==> config.mk <==
export PLATFORM = sky130hd
export DESIGN_NAME = hm_seq
export DESIGN_NICKNAME = d
export VERILOG_FILES = /design/src/rtl/hm_seq_pkg.sv /design/src/rtl/hm_seq_wd.sv /design/src/rtl/hm_seq.sv
export SDC_FILE = /design/constraint.sdc
export NUM_CORES = 1
export LEC_CHECK = 0
export BUFFER_PORTS_ARGS = -buffer_cell sky130_fd_sc_hd__buf_2
export CAP_MARGIN = 20
export CORE_ASPECT_RATIO = 1.2
export CORE_UTILIZATION = 52
export DETAILED_ROUTE_END_ITERATION = 10
export PLACE_DENSITY = 0.8
export SLEW_MARGIN = 20
export SYNTH_ARGS = -nofsm -noshare
export SYNTH_HDL_FRONTEND = slang
export SYNTH_SLANG_ARGS = --single-unit
==> constraint.sdc <==
create_clock -name sys_clk -period 4.72 [get_ports sys_clk]
set_input_delay 0.236 -clock sys_clk [delete_from_list [all_inputs] [get_ports sys_clk]]
set_output_delay 0.236 -clock sys_clk [all_outputs]
set_load 0.03 [all_outputs]
==> src/rtl/hm_seq_pkg.sv <==
// Shared hm package: CSR offsets, STAT/CTRL bit positions and sequencer state encodings.
package hm_seq_pkg;

  localparam int unsigned HM_CSR_AW = 14;
  localparam int unsigned HM_OFF_W  = 10;

  localparam logic [HM_OFF_W-1:0] HM_OFF_STAT      = 10'd0;
  localparam logic [HM_OFF_W-1:0] HM_OFF_CTRL      = 10'd1;
  localparam logic [HM_OFF_W-1:0] HM_OFF_ADDR_LO   = 10'd2;
  localparam logic [HM_OFF_W-1:0] HM_OFF_ADDR_HI   = 10'd3;
  localparam logic [HM_OFF_W-1:0] HM_OFF_PAGES     = 10'd4;
  localparam logic [HM_OFF_W-1:0] HM_OFF_DONE_CNT  = 10'd5;
  localparam logic [HM_OFF_W-1:0] HM_OFF_RETRY_CNT = 10'd6;
  localparam logic [HM_OFF_W-1:0] HM_OFF_STATE     = 10'd7;

  localparam int unsigned HM_STAT_END  = 0;
  localparam int unsigned HM_STAT_ERR  = 1;
  localparam int unsigned HM_STAT_BUSY = 2;

  localparam int unsigned HM_CTRL_IRQ_EN = 0;
  localparam int unsigned HM_CTRL_START  = 1;
  localparam int unsigned HM_CTRL_ABORT  = 2;

  typedef enum logic [1:0] {
    ST_IDLE  = 2'd0,
    ST_ISSUE = 2'd1,
    ST_WAIT  = 2'd2,
    ST_DONE  = 2'd3
  } hm_state_e;

  // Mask that clears the in-page offset bits of the low address word.
  function automatic logic [31:0] hm_page_mask(input int unsigned page_bits);
    return ~((32'd1 << page_bits) - 32'd1);
  endfunction

endpackage

==> src/rtl/hm_seq_wd.sv <==
// Loadable saturating watchdog counter; sat stays high once the count reaches all-ones.
module hm_seq_wd #(
  parameter int unsigned WD_W = 16
) (
  input  logic            sys_clk,
  input  logic            sys_rst,
  input  logic            load,
  input  logic            en,
  input  logic [WD_W-1:0] load_val,
  output logic            sat
);

  logic [WD_W-1:0] cnt;

  always_ff @(posedge sys_clk) begin
    if (sys_rst) begin
      cnt <= '0;
    end else if (load) begin
      cnt <= load_val;
    end else if (en && !sat) begin
      cnt <= cnt + WD_W'(1);
    end
  end

  assign sat = &cnt;

endmodule

==> src/rtl/hm_seq.sv <==
// Page fetch sequencer: CSR-programmed base/page count, issues one request per page
// with per-page retry on timeout or watchdog expiry, and raises end/error events.
module hm_seq
  import hm_seq_pkg::*;
#(
  parameter logic [3:0]  csr_addr  = 4'h0,
  parameter int unsigned PAGE_BITS = 12,
  parameter int unsigned CNT_W     = 8,
  parameter int unsigned RETRY_MAX = 3,
  parameter int unsigned WD_W      = 16
) (
  input  logic        sys_clk,
  input  logic        sys_rst,
  input  logic [13:0] csr_a,
  input  logic        csr_we,
  input  logic [31:0] csr_di,
  output logic [31:0] csr_do,
  output logic        req_start,
  output logic [63:0] req_addr,
  input  logic        req_end,
  input  logic        req_timeout,
  output logic        irq
);

  localparam int unsigned     RW        = $clog2(RETRY_MAX + 2);
  localparam logic [RW-1:0]   RETRY_LIM = RW'(RETRY_MAX);
  localparam logic [31:0]     LO_MASK   = hm_page_mask(PAGE_BITS);
  localparam logic [63:0]     PAGE_INC  = 64'd1 << PAGE_BITS;

  hm_state_e state, nxt;

  logic [31:0]       addr_lo, addr_hi, retry_cnt, rd_data;
  logic [CNT_W-1:0]  pages, done_cnt, done_inc;
  logic [RW-1:0]     page_retry;
  logic [63:0]       cur_addr;
  logic              event_end, event_error, irq_en, busy;
  logic              csr_sel, csr_wr, stat_wr, ctrl_wr, start_req, abort_req;
  logic              wd_sat, wd_load, wd_en;
  logic              load_seq, inc_done, inc_retry, set_end, set_err;
  logic [9:0]        off;

  assign off       = csr_a[9:0];
  assign csr_sel   = (csr_a[13:10] == csr_addr);
  assign csr_wr    = csr_sel && csr_we;
  assign stat_wr   = csr_wr && (off == HM_OFF_STAT);
  assign ctrl_wr   = csr_wr && (off == HM_OFF_CTRL);
  assign start_req = ctrl_wr && csr_di[HM_CTRL_START];
  assign abort_req = ctrl_wr && csr_di[HM_CTRL_ABORT];
  assign busy      = (state != ST_IDLE);
  assign done_inc  = done_cnt + CNT_W'(1);
  assign wd_en     = (state == ST_WAIT);

  hm_seq_wd #(.WD_W(WD_W)) u_wd (
    .sys_clk  (sys_clk),
    .sys_rst  (sys_rst),
    .load     (wd_load),
    .en       (wd_en),
    .load_val ('0),
    .sat      (wd_sat)
  );

  always_ff @(posedge sys_clk) begin
    if (sys_rst) state <= ST_IDLE;
    else         state <= nxt;
  end

  always_comb begin
    nxt       = state;
    load_seq  = 1'b0;
    wd_load   = 1'b0;
    inc_done  = 1'b0;
    inc_retry = 1'b0;
    set_end   = 1'b0;
    set_err   = 1'b0;
    if (abort_req && busy) begin
      nxt     = ST_IDLE;
      set_err = 1'b1;
    end else begin
      case (state)
        ST_IDLE: begin
          if (start_req) begin
            if (pages == '0) begin
              nxt = ST_DONE;
            end else begin
              load_seq = 1'b1;
              nxt      = ST_ISSUE;
            end
          end
        end
        ST_ISSUE: begin
          wd_load = 1'b1;
          nxt     = ST_WAIT;
        end
        ST_WAIT: begin
          // Completion takes priority over a same-cycle timeout.
          if (req_end) begin
            inc_done = 1'b1;
            nxt      = (done_inc == pages) ? ST_DONE : ST_ISSUE;
          end else if (req_timeout || wd_sat) begin
            if (page_retry < RETRY_LIM) begin
              inc_retry = 1'b1;
              nxt       = ST_ISSUE;
            end else begin
              set_err = 1'b1;
              nxt     = ST_IDLE;
            end
          end
        end
        ST_DONE: begin
          set_end = 1'b1;
          nxt     = ST_IDLE;
        end
        default: nxt = ST_IDLE;
      endcase
    end
  end

  always_ff @(posedge sys_clk) begin
    if (sys_rst) begin
      addr_lo     <= '0;
      addr_hi     <= '0;
      pages       <= '0;
      irq_en      <= 1'b0;
      event_end   <= 1'b0;
      event_error <= 1'b0;
      cur_addr    <= '0;
      done_cnt    <= '0;
      retry_cnt   <= '0;
      page_retry  <= '0;
    end else begin
      if (ctrl_wr) irq_en <= csr_di[HM_CTRL_IRQ_EN];
      if (csr_wr && !busy) begin
        case (off)
          HM_OFF_ADDR_LO: addr_lo <= csr_di & LO_MASK;
          HM_OFF_ADDR_HI: addr_hi <= csr_di;
          HM_OFF_PAGES:   pages   <= csr_di[CNT_W-1:0];
          default: ;
        endcase
      end
      // Event set takes priority over write-one-to-clear in the same cycle.
      event_end   <= set_end | (event_end   & ~(stat_wr & csr_di[HM_STAT_END]));
      event_error <= set_err | (event_error & ~(stat_wr & csr_di[HM_STAT_ERR]));
      if (load_seq) begin
        cur_addr   <= {addr_hi, addr_lo};
        done_cnt   <= '0;
        retry_cnt  <= '0;
        page_retry <= '0;
      end
      if (inc_done) begin
        done_cnt   <= done_inc;
        cur_addr   <= cur_addr + PAGE_INC;
        page_retry <= '0;
      end
      if (inc_retry) begin
        page_retry <= page_retry + RW'(1);
        if (retry_cnt != '1) retry_cnt <= retry_cnt + 32'd1;
      end
    end
  end

  always_comb begin
    rd_data = '0;
    case (off)
      HM_OFF_STAT:      rd_data = {29'd0, busy, event_error, event_end};
      HM_OFF_CTRL:      rd_data = {31'd0, irq_en};
      HM_OFF_ADDR_LO:   rd_data = addr_lo;
      HM_OFF_ADDR_HI:   rd_data = addr_hi;
      HM_OFF_PAGES:     rd_data = 32'(pages);
      HM_OFF_DONE_CNT:  rd_data = 32'(done_cnt);
      HM_OFF_RETRY_CNT: rd_data = retry_cnt;
      HM_OFF_STATE:     rd_data = 32'(state);
      default:          rd_data = '0;
    endcase
  end

  always_ff @(posedge sys_clk) begin
    if (sys_rst) csr_do <= '0;
    else         csr_do <= csr_sel ? rd_data : '0;
  end

  assign req_start = (state == ST_ISSUE);
  assign req_addr  = cur_addr;
  assign irq       = irq_en & (event_end | event_error);

endmodule
==> key figures <==
Run status
  – Run status: complete, no violations

Detailed routing
  – Vias/cell: 6.34
  – DR vias: ~11000
  – WL per Instance: 18.9 um
  – # DRC: 0
  – Final ANT Viol Nets: 0
  – Initial DRC Count: 1205
  – Final wirelength: 31.5 mm
  – Drt first pass iters: 6

GRT
  – Largest net degree at the start of global routing: 88
  – Gr usage total: 31.3%
  – Vias in the first global route: 9551
  – Global-route wire length before repair: 50.0 mm
  – Initial antenna violation count: 1
  – GRT overflow: 0

Synth
  – Mapped cell area: slightly above 10000 um2
  – Asr flop ratio synth: 0%
  – Sequential area share after synthesis: around 41%
  – Synth Flop Type: dfxtp_1
  – FF+latch count, synth: 208
  – Yosys cell types: 66
  – Syn Area/Cell: ~8 um2
  – Synth warn: 0
  – Synth Instances: 1291
  – Post-synth EDFFs: 0

Floorplanning
  – Chip height: 155 um
  – Die area: 20000 um2
  – Initial Util: 53.4%
  – Core ar.: between 15000 and 20000 um2
  – # IOs: 149
  – Die X: 129 um
  – Row count: 55

Worst setup path
  – End point of the critical path: retry_cnt[17]
  – FF-to-FF Start: u_wd.cnt[0]
  – WP data arrival: 3840 ps
  – CP endpoint kind: flip-flop
  – Crit path max fanout: 30
  – Critical path startpoint category: flip-flop
  – CP startpoint: u_wd.cnt[0]
  – Critical path class: reg -> reg
  – Worst reg2reg path endpoint: retry_cnt[17]
  – R2r worst-path depth: 8
  – Reg2reg setup slack: 1310 ps
  – Critical path required time: 5150 ps

Pwr
  – Clk pwr share: approximately 48%
  – Sw Ratio: 22.6%
  – Net Sw Power: between 0.8 and 0.9 mW
  – Power Dens Cells: between 300 and 400 nW/um2
  – Design Power: between 3 and 4 mW
  – Logic pwr share: 2.8%
  – Seq pwr share: 49.6%
  – Worst IR Drop VDD: 0.000254 V
  – Int Pwr: 2.74 mW
  – Leak: slightly below 4 nW

Clock network
  – Clk buf depth: 3
  – Clock Pin Slew Worst Setup and Hold Paths: around 70 ps
  – Post-CTS Setup Inserts: 0
  – Clk root buf: clkbuf_16
  – CTS Buf Count: 21
  – PostCTS Resize Cnt: 0
  – H-tree depth: 1
  – Clk Latency, worst-skew pair: between 500 and 600 ps
  – Hold_buf cts: 20
  – Num Clock Sinks: 208
  – CTS tree: yes

STA
  – Min Clock Period, post-route: 3410 ps
  – Setup violators final: 0
  – Aggregate negative setup slack: 0 ps
  – RSZ-0062 raised after global routing: no
  – Worst Tran Pin Value: between 1000 and 1500 ps
  – Period utilization: 72.3%
  – Max Clock Freq: 293 MHz
  – Fin. Hold Viols: 0
  – Final slew viol count: 0
  – Final worst clock skew: 14.5 ps
  – Max-slew headroom: a little under a third

Worst hold path
  – Hold crit path type: in -> reg

Finish
  – Final instance area: approximately 12000 um2
  – Final net count: 1453
  – Most frequent cells in the layout: 208 x dfxtp_1, 200 x nand2_1, 135 x buf_2, 134 x a21oi_1, 115 x nand3_1
  – Layout cell share with drive strength beyond 1: 14.7%
  – Final non-filler cell total: 1669
  – Most common cell after layout, fill and taps aside: dfxtp_1
  – Area delta synth->final: 15.9%

Placed design
  – Post-DP HPWL: roughly 22 mm
  – Gpl congestion: ~0.94
  – Placed Cells: 1610
  – Post-DP Area: 10800 um2
  – Number of port buffers: between 100 and 150

Job
  – Maxcap violations: 0
==> power groups by stage <==
stage                     registers (mW)  logic [mW]  clock network [mW]
after CTS                           1.75      0.0947                1.69
after global routing                1.75       0.102                1.77
after floorplan                     1.79      0.0519                   0
final                               1.75      0.0975                1.68
after detailed placement            1.79      0.0815                   0
after global placement              1.79      0.0817                   0
==> stage by stage <==
stage / hold WS, ps / setup slack [ps] / utilization (%)
4_1_cts: 0.978 / 1360 / 61.9
5_1_grt: 11.3 / 982 / 61.9
3_3_place_gp: 458 / 1460 / 57.2
3_5_place_dp: 471 / 1360 / 57.2
2_1_floorplan: 376 / 1970 / -
6_report: 8.90 / 1310 / 61.9
==> cells in the mapped netlist, drive strengths merged, types with 12 or more instances <==
library cell	instances	share of area, %
or4	17	1.3
o21ai	25	1.3
nor2	85	3.2
or3	39	2.4
nand2	202	7.6
o211ai	21	1.6
and3	20	1.2
a21oi	134	6.6
nand4	24	1.5
clkbuf	68	2.6
nor3	29	1.4
nor4	26	1.8
buf	31	1.8
xnor2	12	1.0
and2	13	0.84
dfxtp	208	41
nand3	116	5.7
a31oi	50	3.1
a22oi	30	2.2
==> final cells by class <==
class / count / area (um2)
Fill cell: 1676 / 7200
Clock inverter: 14 / 135
Sequential cell: 208 / 4160
Multi-Input combinational cell: 984 / 5510
Inverter: 10 / 37.5
Antenna cell: 1 / 2.50
Tap cell: 256 / 320
Timing Repair Buffer: 172 / 1000
Clock buffer: 24 / 547
==> state kept, by name, summed over array words and instances (netlist names) <==
| register | count |
|---|---|
| req_addr | 52 |
| pages | 8 |
| done_cnt | 8 |
| event_end | 1 |
| addr_lo | 20 |
| page_retry | 3 |
| addr_hi | 32 |
| state | 2 |
| csr_do | 32 |
| retry_cnt | 32 |
| event_error | 1 |
| u_wd.cnt | 16 |
| irq_en | 1 |
==> worst min path at each step <==
| stage | from | end | slack [ps] | cells after the start |
|---|---|---|---|---|
| final | csr_di[5] | addr_hi[5] | 9 | 3 |
| after global routing | csr_di[25] | addr_hi[25] | 10 | 3 |
| after CTS | csr_di[27] | addr_lo[27] | 1 | 3 |
| after detailed placement | addr_hi[27] | addr_hi[27] | 470 | 2 |
| after global placement | addr_hi[27] | addr_hi[27] | 460 | 2 |
| after floorplan | csr_di[0] | addr_hi[0] | 380 | 2 |
==> worst max-delay path: stages (launching register included) <==
cell	delay [ps]
dfxtp_1	400
ha_1	240
nand3_1	90
nor4_1	570
o21a_1	240
nand3_1	740
buf_4	520
or3_1	360
a31oi_1	170
==> metal layers <==
layer / GRT usage, % / up-vias / share of wire [%]
met5: 0 / - / 0
met4: 13.2 / 0 / 3.8
met3: 4.81 / 99 / 9.4
met2: 49.9 / 585 / 46
met1: 41.8 / 4942 / 41
li1: - / 4953 / -
==> kinds of logic (layout without fill, tap and decap cells) <==
kind of cell | Yosys count | after routing | share of synthesized area, %
fa+ha+maj | 5 | 5 | 0.619
mux | 10 | 10 | 1.06
buf+inv | 110 | 220 | 4.92
other cells | 1 | 13 | 0.0371
xor+xnor | 22 | 22 | 1.91
simple gates | 609 | 609 | 29.9
flops | 208 | 208 | 41.2
compound gates | 326 | 326 | 20.4
(Power assumes the default switching activity.)
